**src/rtl/pfpu_vtxsink_pkg.sv**
```systemverilog
// Shared definitions for the PFPU vertex sink: address field layout,
// pairing-FSM encodings and the packed vertex record pushed into the FIFO.
package pfpu_vtxsink_pkg;

  // Wishbone bus widths.
  localparam int ADR_W = 32;
  localparam int DAT_W = 32;

  // Byte-address field layout of a mesh write.
  localparam int WSEL_BIT = 2;   // 0 = first word (d1), 1 = second word (d2)
  localparam int X_LSB    = 3;   // [9:3]   mesh x
  localparam int Y_LSB    = 10;  // [16:10] mesh y
  localparam int WIN_LSB  = 17;  // [31:17] compared against the window base
  localparam int COORD_W  = 7;
  localparam int WIN_W    = ADR_W - WIN_LSB;

  // Pairing FSM encodings.
  localparam logic [0:0] IDLE    = 1'b0;
  localparam logic [0:0] HAVE_D1 = 1'b1;

  // One complete vertex: 7 + 7 + 32 + 32 bits.
  localparam int VTX_W = 78;

  typedef struct packed {
    logic [COORD_W-1:0] x;
    logic [COORD_W-1:0] y;
    logic [DAT_W-1:0]   d1;
    logic [DAT_W-1:0]   d2;
  } vtx_t;

  // Address field extractors.
  function automatic logic [COORD_W-1:0] adr_x(input logic [ADR_W-1:0] adr);
    return adr[X_LSB +: COORD_W];
  endfunction

  function automatic logic [COORD_W-1:0] adr_y(input logic [ADR_W-1:0] adr);
    return adr[Y_LSB +: COORD_W];
  endfunction

  function automatic logic [WIN_W-1:0] adr_win(input logic [ADR_W-1:0] adr);
    return adr[ADR_W-1:WIN_LSB];
  endfunction

endpackage

```
**src/rtl/pfpu_vtxsink_if.sv**
```systemverilog
// Write-only Wibshbone-style slave port carrying the PFPU DMA mesh writes.
// The master (DMA) drives address, data and cycle/strobe; the sink acks.
interface pfpu_vtxsink_if;
  import pfpu_vtxsink_pkg::*;

  logic [ADR_W-1:0] wbs_adr_i;
  logic [DAT_W-1:0] wbs_dat_i;
  logic             wbs_cyc_i;
  logic             wbs_stb_i;
  logic             wbs_ack_o;

  modport master (
    output wbs_adr_i, wbs_dat_i, wbs_cyc_i, wbs_stb_i,
    input  wbs_ack_o
  );

  modport slave (
    input  wbs_adr_i, wbs_dat_i, wbs_cyc_i, wbs_stb_i,
    output wbs_ack_o
  );

endinterface

```
**src/rtl/pfpu_vtxsink_fifo.sv**
```systemverilog
// Synchronous show-ahead FIFO with a registered head. The head entry and its
// valid flag are registers, so the consumer sees glitch-free outputs; a push
// into an empty FIFO shows up on the head the following cycle.
module pfpu_vtxsink_fifo
  import pfpu_vtxsink_pkg::*;
#(
  parameter int depth_log2 = 3,
  parameter int width      = VTX_W
) (
  input  logic                  clk,
  input  logic                  rst,
  input  logic                  push,
  input  logic [width-1:0]      din,
  input  logic                  pop,
  output logic                  full,
  output logic                  empty,
  output logic [depth_log2:0]   count,
  output logic                  head_valid,
  output logic [width-1:0]      head
);

  localparam int DEPTH = 1 << depth_log2;
  localparam logic [depth_log2:0] CNT_ONE  = (depth_log2+1)'(1);
  localparam logic [depth_log2:0] CNT_FULL = (depth_log2+1)'(DEPTH);

  logic [width-1:0]      mem [DEPTH];
  logic [depth_log2-1:0] wr_ptr;
  logic [depth_log2-1:0] rd_ptr;
  logic [depth_log2-1:0] rd_next;
  logic [depth_log2:0]   count_q;
  logic [depth_log2:0]   count_next;
  logic                  push_ok;
  logic                  pop_ok;

  assign full    = (count_q == CNT_FULL);
  assign empty   = (count_q == '0);
  assign count   = count_q;
  assign push_ok = push & ~full;
  assign pop_ok  = pop & head_valid;
  assign rd_next = rd_ptr + 1'b1;

  // Occupancy after this cycle's push/pop.
  // NOTE: every always_comb output gets a default first so no path leaves it unassigned (which would infer a latch).
  always_comb begin
    count_next = count_q;
    case ({push_ok, pop_ok})
      2'b10:   count_next = count_q + CNT_ONE;
      2'b01:   count_next = count_q - CNT_ONE;
      default: count_next = count_q;
    endcase
  end

  // Entry storage.
  // NOTE: the data array has no reset; only pointers and flags define what is valid, and a reset array would not map onto RAM.
  always_ff @(posedge clk) begin
    if (push_ok) mem[wr_ptr] <= din;
  end

  // Pointers and occupancy.
  // NOTE: sequential state uses non-blocking assignments so every register samples pre-edge values.
  always_ff @(posedge clk or posedge rst) begin
    if (rst) begin
      wr_ptr  <= '0;
      rd_ptr  <= '0;
      count_q <= '0;
    end else begin
      if (push_ok) wr_ptr <= wr_ptr + 1'b1;
      if (pop_ok)  rd_ptr <= rd_next;
      count_q <= count_next;
    end
  end

  // Registered head: next entry from storage, or bypassed input data when
  // the FIFO is (or is about to be) empty.
  always_ff @(posedge clk or posedge rst) begin
    if (rst) begin
      head       <= '0;
      head_valid <= 1'b0;
    end else begin
      if (pop_ok) begin
        if (count_q > CNT_ONE) head <= mem[rd_next];
        else if (push_ok)      head <= din;
      end else if (empty && push_ok) begin
        head <= din;
      end
      head_valid <= (count_next != '0);
    end
  end

endmodule

```
**src/rtl/pfpu_vtxsink.sv**
```systemverilog
// PFPU DMA vertex sink. Pairs the two mesh words of each vertex (d1 at word
// offset 0, d2 at word offset 1), checks the window and pairing order, and
// queues completed vertices for a strobe/ack consumer. Acks for a completing
// word are withheld while the FIFO is full, back-pressuring the DMA.
module pfpu_vtxsink
  import pfpu_vtxsink_pkg::*;
#(
  parameter logic [WIN_W-1:0] adr_base        = 15'h0000,
  parameter int               fifo_depth_log2 = 3
) (
  input  logic               sys_clk,
  input  logic               sys_rst,
  pfpu_vtxsink_if.slave      wb,
  output logic               vtx_stb_o,
  input  logic               vtx_ack_i,
  output logic [COORD_W-1:0] vtx_x,
  output logic [COORD_W-1:0] vtx_y,
  output logic [DAT_W-1:0]   vtx_d1,
  output logic [DAT_W-1:0]   vtx_d2,
  input  logic               clr,
  output logic [15:0]        vtx_count,
  output logic               err_order,
  output logic               err_window
);

  // Registered bus/FSM state.
  logic               ack_q;
  logic [0:0]         state_q;
  logic [COORD_W-1:0] hold_x;
  logic [COORD_W-1:0] hold_y;
  logic [DAT_W-1:0]   hold_d1;

  // Decode results.
  logic               req;
  logic               in_window;
  logic               wsel;
  logic [COORD_W-1:0] req_x;
  logic [COORD_W-1:0] req_y;
  logic               xy_match;
  logic               ack_d;
  logic [0:0]         state_d;
  logic               latch_d1;
  logic               push;
  logic               set_order;
  logic               set_window;
  vtx_t               push_vtx;

  // FIFO side.
  logic                     fifo_full;
  logic                     fifo_empty;
  logic [fifo_depth_log2:0] fifo_count;
  logic [VTX_W-1:0]         head_bits;
  vtx_t                     head;

  // A request is live only while not already being acked, which keeps acks
  // one cycle wide and never back-to-back.
  assign req       = wb.wbs_cyc_i & wb.wbs_stb_i & ~ack_q;
  assign in_window = (adr_win(wb.wbs_adr_i) == adr_base);
  assign wsel      = wb.wbs_adr_i[WSEL_BIT];
  assign req_x     = adr_x(wb.wbs_adr_i);
  assign req_y     = adr_y(wb.wbs_adr_i);
  assign xy_match  = (req_x == hold_x) && (req_y == hold_y);

  // Classify the current request and decide ack, FSM move and side effects.
  always_comb begin
    ack_d      = 1'b0;
    state_d    = state_q;
    latch_d1   = 1'b0;
    push       = 1'b0;
    set_order  = 1'b0;
    set_window = 1'b0;
    if (req) begin
      if (!in_window) begin
        // Outside the mesh window: ack and drop, pairing state untouched.
        ack_d      = 1'b1;
        set_window = 1'b1;
      end else if (!wsel) begin
        // First word always (re)loads the holding register; a pending d1
        // being overwritten is an order error.
        ack_d     = 1'b1;
        latch_d1  = 1'b1;
        set_order = (state_q == HAVE_D1);
        state_d   = HAVE_D1;
      end else if ((state_q == HAVE_D1) && xy_match) begin
        // Completing word: stall (no ack) until the FIFO has room.
        if (!fifo_full) begin
          ack_d   = 1'b1;
          push    = 1'b1;
          state_d = IDLE;
        end
      end else begin
        // Orphan or mismatched second word.
        ack_d     = 1'b1;
        set_order = 1'b1;
        state_d   = IDLE;
      end
    end
  end

  // Vertex assembled from the holding register and the second word.
  always_comb begin
    push_vtx.x  = hold_x;
    push_vtx.y  = hold_y;
    push_vtx.d1 = hold_d1;
    push_vtx.d2 = wb.wbs_dat_i;
  end

  // Ack, pairing FSM and holding register.
  always_ff @(posedge sys_clk or posedge sys_rst) begin
    if (sys_rst) begin
      ack_q   <= 1'b0;
      state_q <= IDLE;
      hold_x  <= '0;
      hold_y  <= '0;
      hold_d1 <= '0;
    end else begin
      ack_q   <= ack_d;
      state_q <= state_d;
      if (latch_d1) begin
        hold_x  <= req_x;
        hold_y  <= req_y;
        hold_d1 <= wb.wbs_dat_i;
      end
    end
  end

  // Vertex counter and sticky error flags; clr wins over a same-cycle update.
  always_ff @(posedge sys_clk or posedge sys_rst) begin
    if (sys_rst) begin
      vtx_count  <= '0;
      err_order  <= 1'b0;
      err_window <= 1'b0;
    end else if (clr) begin
      vtx_count  <= '0;
      err_order  <= 1'b0;
      err_window <= 1'b0;
    end else begin
      if (push)       vtx_count  <= vtx_count + 16'd1;
      if (set_order)  err_order  <= 1'b1;
      if (set_window) err_window <= 1'b1;
    end
  end

  pfpu_vtxsink_fifo #(
    .depth_log2 (fifo_depth_log2),
    .width      (VTX_W)
  ) u_fifo (
    .clk        (sys_clk),
    .rst        (sys_rst),
    .push       (push),
    .din        (push_vtx),
    .pop        (vtx_ack_i),
    .full       (fifo_full),
    .empty      (fifo_empty),
    .count      (fifo_count),
    .head_valid (vtx_stb_o),
    .head       (head_bits)
  );

  assign head         = vtx_t'(head_bits);
  assign wb.wbs_ack_o = ack_q;
  assign vtx_x        = head.x;
  assign vtx_y        = head.y;
  assign vtx_d1       = head.d1;
  assign vtx_d2       = head.d2;

  // Byte-lane bits and FIFO status not needed by this block.
  logic unused;
  assign unused = ^{wb.wbs_adr_i[1:0], fifo_empty, fifo_count};

endmodule

```
**src/flat_wrapper.sv**
```systemverilog
// flat-port wrapper written by rule: the top's interface ports become plain ports
module pfpu_vtxsink_flat import pfpu_vtxsink_pkg::*;
#(
  parameter logic [WIN_W-1:0] adr_base        = 15'h0000,
  parameter int               fifo_depth_log2 = 3
)
  (sys_clk, sys_rst, vtx_stb_o, vtx_ack_i, vtx_x, vtx_y, vtx_d1, vtx_d2, clr, vtx_count, err_order, err_window, wb_wbs_adr_i, wb_wbs_dat_i, wb_wbs_cyc_i, wb_wbs_stb_i, wb_wbs_ack_o);
  pfpu_vtxsink_if wb_i ();
  input  logic sys_clk;
  input  logic sys_rst;
  output logic vtx_stb_o;
  input  logic vtx_ack_i;
  output logic [COORD_W-1:0] vtx_x;
  output logic [COORD_W-1:0] vtx_y;
  output logic [DAT_W-1:0] vtx_d1;
  output logic [DAT_W-1:0] vtx_d2;
  input  logic clr;
  output logic [15:0] vtx_count;
  output logic err_order;
  output logic err_window;
  input wire logic [$bits(wb_i.wbs_adr_i)-1:0] wb_wbs_adr_i;
  input wire logic [$bits(wb_i.wbs_dat_i)-1:0] wb_wbs_dat_i;
  input wire logic [$bits(wb_i.wbs_cyc_i)-1:0] wb_wbs_cyc_i;
  input wire logic [$bits(wb_i.wbs_stb_i)-1:0] wb_wbs_stb_i;
  output wire logic [$bits(wb_i.wbs_ack_o)-1:0] wb_wbs_ack_o;
  assign wb_i.wbs_adr_i = wb_wbs_adr_i;
  assign wb_i.wbs_dat_i = wb_wbs_dat_i;
  assign wb_i.wbs_cyc_i = wb_wbs_cyc_i;
  assign wb_i.wbs_stb_i = wb_wbs_stb_i;
  assign wb_wbs_ack_o = wb_i.wbs_ack_o;
  pfpu_vtxsink #(.adr_base(adr_base), .fifo_depth_log2(fifo_depth_log2)) u_core (.sys_clk(sys_clk), .sys_rst(sys_rst), .wb(wb_i), .vtx_stb_o(vtx_stb_o), .vtx_ack_i(vtx_ack_i), .vtx_x(vtx_x), .vtx_y(vtx_y), .vtx_d1(vtx_d1), .vtx_d2(vtx_d2), .clr(clr), .vtx_count(vtx_count), .err_order(err_order), .err_window(err_window));
endmodule
```
**config.mk**
```make
export PLATFORM = sky130hd
export DESIGN_NAME = pfpu_vtxsink_flat
export DESIGN_NICKNAME = d
export VERILOG_FILES = /design/src/rtl/pfpu_vtxsink_pkg.sv /design/src/rtl/pfpu_vtxsink_if.sv /design/src/rtl/pfpu_vtxsink_fifo.sv /design/src/rtl/pfpu_vtxsink.sv /design/src/flat_wrapper.sv
export SDC_FILE = /design/constraint.sdc
export NUM_CORES = 1
export LEC_CHECK = 0
export ABC_AREA = 1
export CORE_ASPECT_RATIO = 0.6
export CORE_MARGIN = 2
export CORE_UTILIZATION = 61
export DETAILED_ROUTE_END_ITERATION = 8
export DONT_BUFFER_PORTS = 1
export GPL_TIMING_DRIVEN = 0
export PLACE_DENSITY = 0.73
export RECOVER_POWER = 50
export SKIP_LAST_GASP = 1
export SYNTH_ARGS = -nofsm -noshare
export SYNTH_HDL_FRONTEND = slang
export SYNTH_SLANG_ARGS = --single-unit
```
**constraint.sdc**
```tcl
create_clock -name sys_clk -period 9.21 [get_ports sys_clk]
set_clock_uncertainty 0.05 [all_clocks]
set_input_delay 1.842 -clock sys_clk [delete_from_list [all_inputs] [get_ports sys_clk]]
set_output_delay 1.842 -clock sys_clk [all_outputs]
set_load 0.01 [all_outputs]
```
==> results of run 1 <==
[routing by layer]
| layer | track usage (%) | wire length, um | vias to the layer above |
|---|---|---|---|
| met5 | 0 | 26 | - |
| met3 | 8.86 | 13100 | 217 |
| met2 | 48.4 | 38800 | 1773 |
| li1 | - | - | 9608 |
| met4 | 10.4 | 2830 | 4 |
| met1 | 51.7 | 35400 | 11034 |
[state kept, by name (all words and copies together), names as in the netlist]
name / flops
u_core.u_fifo.wr_ptr: 3
u_core.u_fifo.head: 78
u_core.hold_y: 7
u_core.state_q: 1
u_core.wb.wbs_ack_o: 1
u_core.hold_x: 7
u_core.vtx_count: 16
u_core.hold_d1: 32
u_core.u_fifo.rd_ptr: 3
u_core.u_fifo.head_valid: 1
u_core.u_fifo.mem: 624
u_core.err_order: 1
u_core.err_window: 1
u_core.u_fifo.count: 4
[worst min-delay path, cell delays in order (launching register included)]
cell and delay [ns]:
dfrtp_1 0.37, nand2_1 0.06, o21ai_0 0.07
[kinds of logic (layout without fill, tap and decap cells)]
group / count (synthesis) / count (layout) / synth area share (%)
AND/OR/NAND/NOR: 996 / 996 / 12.9
flip-flops: 779 / 779 / 72.1
AO/OA/AOI/OAI: 517 / 517 / 10.2
buffers and inverters: 242 / 440 / 3.20
multiplexers: 32 / 32 / 1.15
adder cells (fa/ha/maj): 9 / 9 / 0.359
XOR/XNOR: 4 / 4 / 0.136
[layout make-up]
type / count / share of cell area, %
repair buffers: 72 / 2.41
clock buffers: 96 / 5.55
multi-input cells: 1558 / 22.0
inverters: 74 / 0.789
flip-flops and latches: 779 / 64.0
plain buffers: 168 / 2.04
clock inverters: 30 / 0.832
well taps: 693 / 2.45
[how the worst min path moves through the flow]
stage / start / endpoint / slack, ns / depth (start not counted)
floorplan: u_core.u_fifo.rd_ptr[1] / u_core.u_fifo.rd_ptr[1] / 0.41 / 2
global placement: u_core.u_fifo.rd_ptr[1] / u_core.u_fifo.rd_ptr[1] / 0.43 / 2
detailed placement: u_core.u_fifo.rd_ptr[1] / u_core.u_fifo.rd_ptr[1] / 0.45 / 2
CTS: u_core.u_fifo.head[43] / u_core.u_fifo.head[43] / 0.49 / 2
global route: u_core.u_fifo.head[69] / u_core.u_fifo.head[69] / 0.52 / 2
finish: u_core.u_fifo.rd_ptr[2] / u_core.u_fifo.rd_ptr[2] / 0.49 / 2
[cells in the final DEF (no fill, tap or decap), types with 3 or more instances in the layout]
cell,instances
clkinv_2,9
buf_2,31
bufinv_16,5
inv_1,65
nor3b_1,3
buf_6,62
nor2_1,365
nand3_1,169
clkinv_1,12
clkbuf_16,71
nand4_1,9
nor3_1,3
nand2_1,431
edfxtp_1,624
nor3_2,8
dfrtp_1,155
inv_2,7
a21oi_1,12
mux2_2,32
buf_8,10
o221ai_1,157
buf_4,8
clkbuf_1,142
ha_1,9
clkbuf_8,9
a31oi_1,3
o21ai_0,342
[where the power goes]
part           internal (uW)  switching (uW)
clock network           1640            1270
registers               3910             164
logic                   1110            3080
total                   6660            4510
[through the flow]
| stage | TNS (ns) | cells | hold WS (ns) | util (%) | setup slack, ns |
|---|---|---|---|---|---|
| 3_5_place_dp | 0 | 3344 | 0.449 | 65.1 | 4.06 |
| 3_3_place_gp | -2919.96 | 3272 | 0.431 | 63.4 | -5.27 |
| 4_1_cts | 0 | 3470 | 0.494 | 69.6 | 4.66 |
| 6_report | 0 | 3470 | 0.485 | 69.5 | 4.27 |
| 5_1_grt | 0 | 3470 | 0.520 | 69.5 | 4.15 |
| 2_1_floorplan | 0 | 2579 | 0.407 | - | 0.371 |
==> results.py, run 1 <==
metrics = {
    "route": {
        "dr.pass1.iters": 8,
        "finalWirelength_um": 90300,
        "first_iter_violations": 3643,
        "vias_per_cell": 6.52,
        "route.detailed.drc": 0,
        "via_count": 22636,
        "wire_per_inst_um": 26.0,
        "ant_nets": 0,
    },
    "yosys": {
        "synth_seq_area_share_pct": 72.1,
        "yosysWarningCount": 0,
        "yosysMostFrequentCell": "edfxtp_1",
        "ys_top_cells_by_area": "edfxtp_1, dfrtp_1, o21ai_0, nand2_1, o221ai_1",
        "synthFlopType": "edfxtp_1",
        "synth_seq_cells": 779,
        "avgSynthCellArea_um2": 12.2,
        "synthTopCellsByCount": "edfxtp_1, nand2_1, nor2_1, o21ai_0, nand3_1",
        "synth-async-reset-ratio_pct": 19.9,
        "synth_area_um2": 31400,
        "synth_area_leader_cell": "edfxtp_1",
        "synth.distinct_cells": 34,
        "syn_inst": 2579,
        "syn-num-nets": 2658,
        "synth_top_area_share_pct": 59.8,
        "synth_edf_count": 624,
    },
    "layout": {
        "final_nets": 2800,
        "area_delta_synth_final_pct": 12.8,
        "layout.area.seq_um2": 22600,
        "antenna_cells": 0,
        "multiInputGateArea_um2": 7760,
        "fillerInstances": 3456,
        "final_cell_area_um2": 35400,
        "drive_above_1_share_pct": 9.61,
    },
    "clock_network": {
        "clock_path_buffers": 3,
        "ctsHoldBuffers": 0,
        "clock_latency_ns": 0.61,
        "htreeDepth": 3,
        "cts_setup_buffers": 0,
        "cts.sinks": 779,
        "clkTransAtPathRegs_ns": 0.07,
        "root_buffer": "clkbuf_16",
        "postCtsResizedCells": 0,
        "cts_tree": "yes",
        "cts_made_buffers": 68,
    },
    "placement": {
        "gp_congestion": 0.895,
        "dpl_cell_area_um2": 33100,
        "port_buffers": 0,
        "hpwl_um": 61300,
    },
    "setup_path": {
        "path_depth": 14,
        "crit_buf_inv": 4,
        "endpoint": "u_core.u_fifo.head[24]",
        "worstReg2RegEnd": "u_core.u_fifo.head[24]",
        "max_stage_delay_ns": 0.68,
        "crit_path_top_delay_cell": "nand2_1",
        "cp-start-kind": "primary input",
        "critPathKind": "primary input to flip-flop",
        "cp.required_ns": 9.70,
        "worst_path_most_repeated_cell": "nand2_1",
        "r2r-start": "u_core.hold_y[0]",
        "endpoint_kind": "flip-flop",
        "startpoint": "wb_wbs_adr_i[25]",
        "rrSetupSlack_ns": 4.85,
        "r2r_cells": 15,
        "path_delay_family": "simple AND/OR/NAND/NOR gates",
        "crit_chain": "nor2_1 -> nand2_1 -> nor2_1 -> nand3_1 -> clkinv_1 -> nand2_1 -> nor2_1 -> inv_1 -> ha_1 -> nand2_1 -> clkbuf_1 -> buf_2 -> nand3_1 -> nand2_1",
        "crit_fanout": 10,
        "crit_arrival_ns": 5.42,
    },
    "power": {
        "p_leak_uw": 0.0139,
        "p_total_uw": 11200,
        "powerDensity_nw_per_um2": 316,
        "ir_drop_uv": 217,
    },
    "timing": {
        "period_needed_ns": 4.94,
        "slew_headroom_pct": -143,
        "fmax_ghz": 0.203,
        "worstMarginPinSlew_ns": 3.63,
        "rsz0062_at_grt": "no",
        "fin_crit_sh_pct": 53.6,
        "finalHoldViolCount": 0,
        "finalSetupViolCount": 0,
        "maxSlewViolCount": 87,
    },
    "status": {
        "outcome": "complete, but fails checks",
        "violations": "max-capacitance violations, max-slew violations",
    },
    "floorplan": {
        "core-area_um2": 50800,
        "rows": 64,
        "initial_core_util_pct": 61.7,
        "die_area_um2": 53300,
        "die_h_um": 180,
        "num_io_pins": 168,
        "die_width_um": 297,
    },
    "global_routing": {
        "overflow": 0,
        "grt_first_pass_wirelength_um": 134000,
        "antenna_found_initial": 6,
        "grt_pass1_vias": 21708,
        "grt_max_degree": 79,
        "track_usage_pct": 33.9,
    },
    "worst_hold_path": {
        "min-delay-path-class": "flip-flop to flip-flop",
    },
    "job": {
        "max-cap-violations": 2,
    },
}
Note: power is estimated with default switching activity, not from simulation.
==> inputs of run 2 (changes only) <==
- clock period: 9.21 -> 4.8 ns (I/O delays scaled with it)
==> run 2 against run 1 <==
The run still ends with max-capacitance violations, max-slew violations left. Via count grew 0.34%. Non-clock buffer count shrank 24. Core utilization grew 0.73 points. Design area grew 1.1%. Clock power grew 96%.
==> results.py, run 2 (synthesized netlist as in run 1, its figures left out) <==
metrics = {
    "status": {
        "outcome": "complete, but fails checks",
        "violations": "max-capacitance violations, max-slew violations",
    },
    "timing": {
        "finalHoldViolCount": 0,
        "period_needed_ns": 4.11,
        "slew_headroom_pct": -44.4,
        "worstMarginPinSlew_ns": 2.17,
        "rsz0062_at_grt": "no",
        "finalWorstSetupSlack_ns": 0.692,
        "finalSetupViolCount": 0,
        "maxSlewViolCount": 68,
        "fin_crit_sh_pct": 85.6,
        "fmax_ghz": 0.243,
    },
    "job": {
        "max-cap-violations": 2,
    },
    "global_routing": {
        "grt_max_degree": 40,
        "grt_pass1_vias": 22129,
        "antenna_found_initial": 5,
        "track_usage_pct": 34.9,
        "overflow": 0,
        "grt_first_pass_wirelength_um": 137000,
    },
    "layout": {
        "final_nets": 2778,
        "antenna_cells": 0,
        "area_delta_synth_final_pct": 13.9,
        "regMostFlops": "u_core.u_fifo.mem",
        "final_cell_mix": "edfxtp_1, nand2_1, nor2_1",
        "largest_reg_flops": 624,
        "drive_above_1_share_pct": 8.86,
        "mostFrequentLayoutCell": "edfxtp_1",
        "reg_top3": "u_core.u_fifo.mem x624, u_core.u_fifo.head x78, u_core.hold_d1 x32",
        "utilization_pct": 70.3,
    },
    "clock_network": {
        "ctsHoldBuffers": 0,
        "cts_tree": "yes",
        "cts_setup_buffers": 0,
        "clkTransAtPathRegs_ns": 0.06,
        "postCtsResizedCells": 0,
        "cts.sinks": 779,
        "root_buffer": "clkbuf_16",
        "clock_latency_ns": 0.61,
        "cts_made_buffers": 70,
        "clock_path_buffers": 3,
        "htreeDepth": 3,
    },
    "route": {
        "wire_per_inst_um": 26.8,
        "first_iter_violations": 3775,
        "via_count": 22714,
        "ant_nets": 0,
        "dr_wl_met2_um": 40300,
        "dr.pass1.iters": 7,
        "wl_met3_um": 13200,
        "met1_length_um": 36200,
        "vias_per_cell": 6.59,
        "top_layer": "met5",
        "finalWirelength_um": 92500,
        "route.detailed.drc": 0,
    },
    "setup_path": {
        "r2r-start": "u_core.hold_y[0]",
        "worstReg2RegEnd": "u_core.u_fifo.head[15]",
        "r2r_cells": 15,
        "cp.required_ns": 5.23,
        "endpoint": "u_core.u_fifo.head[15]",
        "rrSetupSlack_ns": 0.69,
        "cp-start-kind": "flip-flop",
        "crit_fanout": 12,
        "crit_arrival_ns": 4.54,
        "startpoint": "u_core.hold_y[0]",
        "critPathKind": "flip-flop to flip-flop",
        "endpoint_kind": "flip-flop",
    },
    "floorplan": {
        "initial_core_util_pct": 61.7,
        "rows": 64,
        "num_io_pins": 168,
        "die_area_um2": 53300,
        "core-area_um2": 50800,
        "die_h_um": 180,
        "die_width_um": 297,
    },
    "placement": {
        "gp_congestion": 0.937,
        "pre_cts_slack_ns": 0.591,
        "hpwl_um": 62200,
        "port_buffers": 0,
    },
    "power": {
        "p_leak_uw": 0.0140,
        "powerDensity_nw_per_um2": 604,
        "ir_drop_uv": 381,
    },
    "worst_hold_path": {
        "min-delay-path-class": "primary input to flip-flop",
        "holdPathStages": 1,
    },
}
run 2: layout make-up:
type	instances	area, um^2
buffer	168	721
tap	693	867
sequential	779	22600
clock inverter	21	263
inverter	74	279
fill	3418	15100
multi-input combinational	1558	7820
clock buffer	106	2050
timing repair buffer	48	1110
run 2: power breakdown:
| part | total [uW] | internal [uW] | switching [uW] |
|---|---|---|---|
| clock network | 5710 | 3240 | 2470 |
| logic | 8050 | 2130 | 5920 |
| registers | 7820 | 7510 | 317 |
| total | 21600 | 12900 | 8710 |
run 2: worst min-delay path by stage:
stage	slack, ns	to	start
final	0.37	u_core.err_order	clr
after global routing	0.35	u_core.err_order	clr
after CTS	0.29	u_core.u_fifo.wr_ptr[2]	sys_rst
after detailed placement	0.45	u_core.u_fifo.rd_ptr[1]	u_core.u_fifo.rd_ptr[1]
after global placement	0.44	u_core.u_fifo.rd_ptr[1]	u_core.u_fifo.rd_ptr[1]
after floorplan	0.41	u_core.u_fifo.rd_ptr[1]	u_core.u_fifo.rd_ptr[1]
run 2: metrics by stage:
stage / hold slack [ns] / TNS [ns] / power, uW / cell area (um^2) / cells
floorplan: 0.407 / -243.45 / 12700 / 31400 / 2579
global placement: 0.441 / -1736.13 / 15300 / 32300 / 3272
detailed placement: 0.446 / 0 / 15600 / 33500 / 3320
CTS: 0.295 / 0 / 21300 / 35800 / 3447
global route: 0.352 / 0 / 22400 / 35700 / 3447
finish: 0.368 / 0 / 21600 / 35700 / 3447
run 2: worst max-delay path: stages (launching register included):
cell and delay (ns):
dfrtp_1 0.60, clkinv_1 0.13, nand2_1 0.12, nand2_1 0.06, nor2_1 0.10, nand2_1 0.06
nor2_1 0.18, nand2_1 0.16, nor2_2 0.26, inv_1 0.19, ha_1 0.30, nand2_1 0.63
nand2_2 0.49, clkbuf_1 0.45, nand2_1 0.15, nand2_1 0.06
run 2: per-layer routing:
metal / global-route usage [%] / vias to the layer above
met4: 10.1 / 2
li1: - / 9570
met3: 10.8 / 228
met2: 50.2 / 1737
met1: 51.8 / 11177
met5: 0 / -
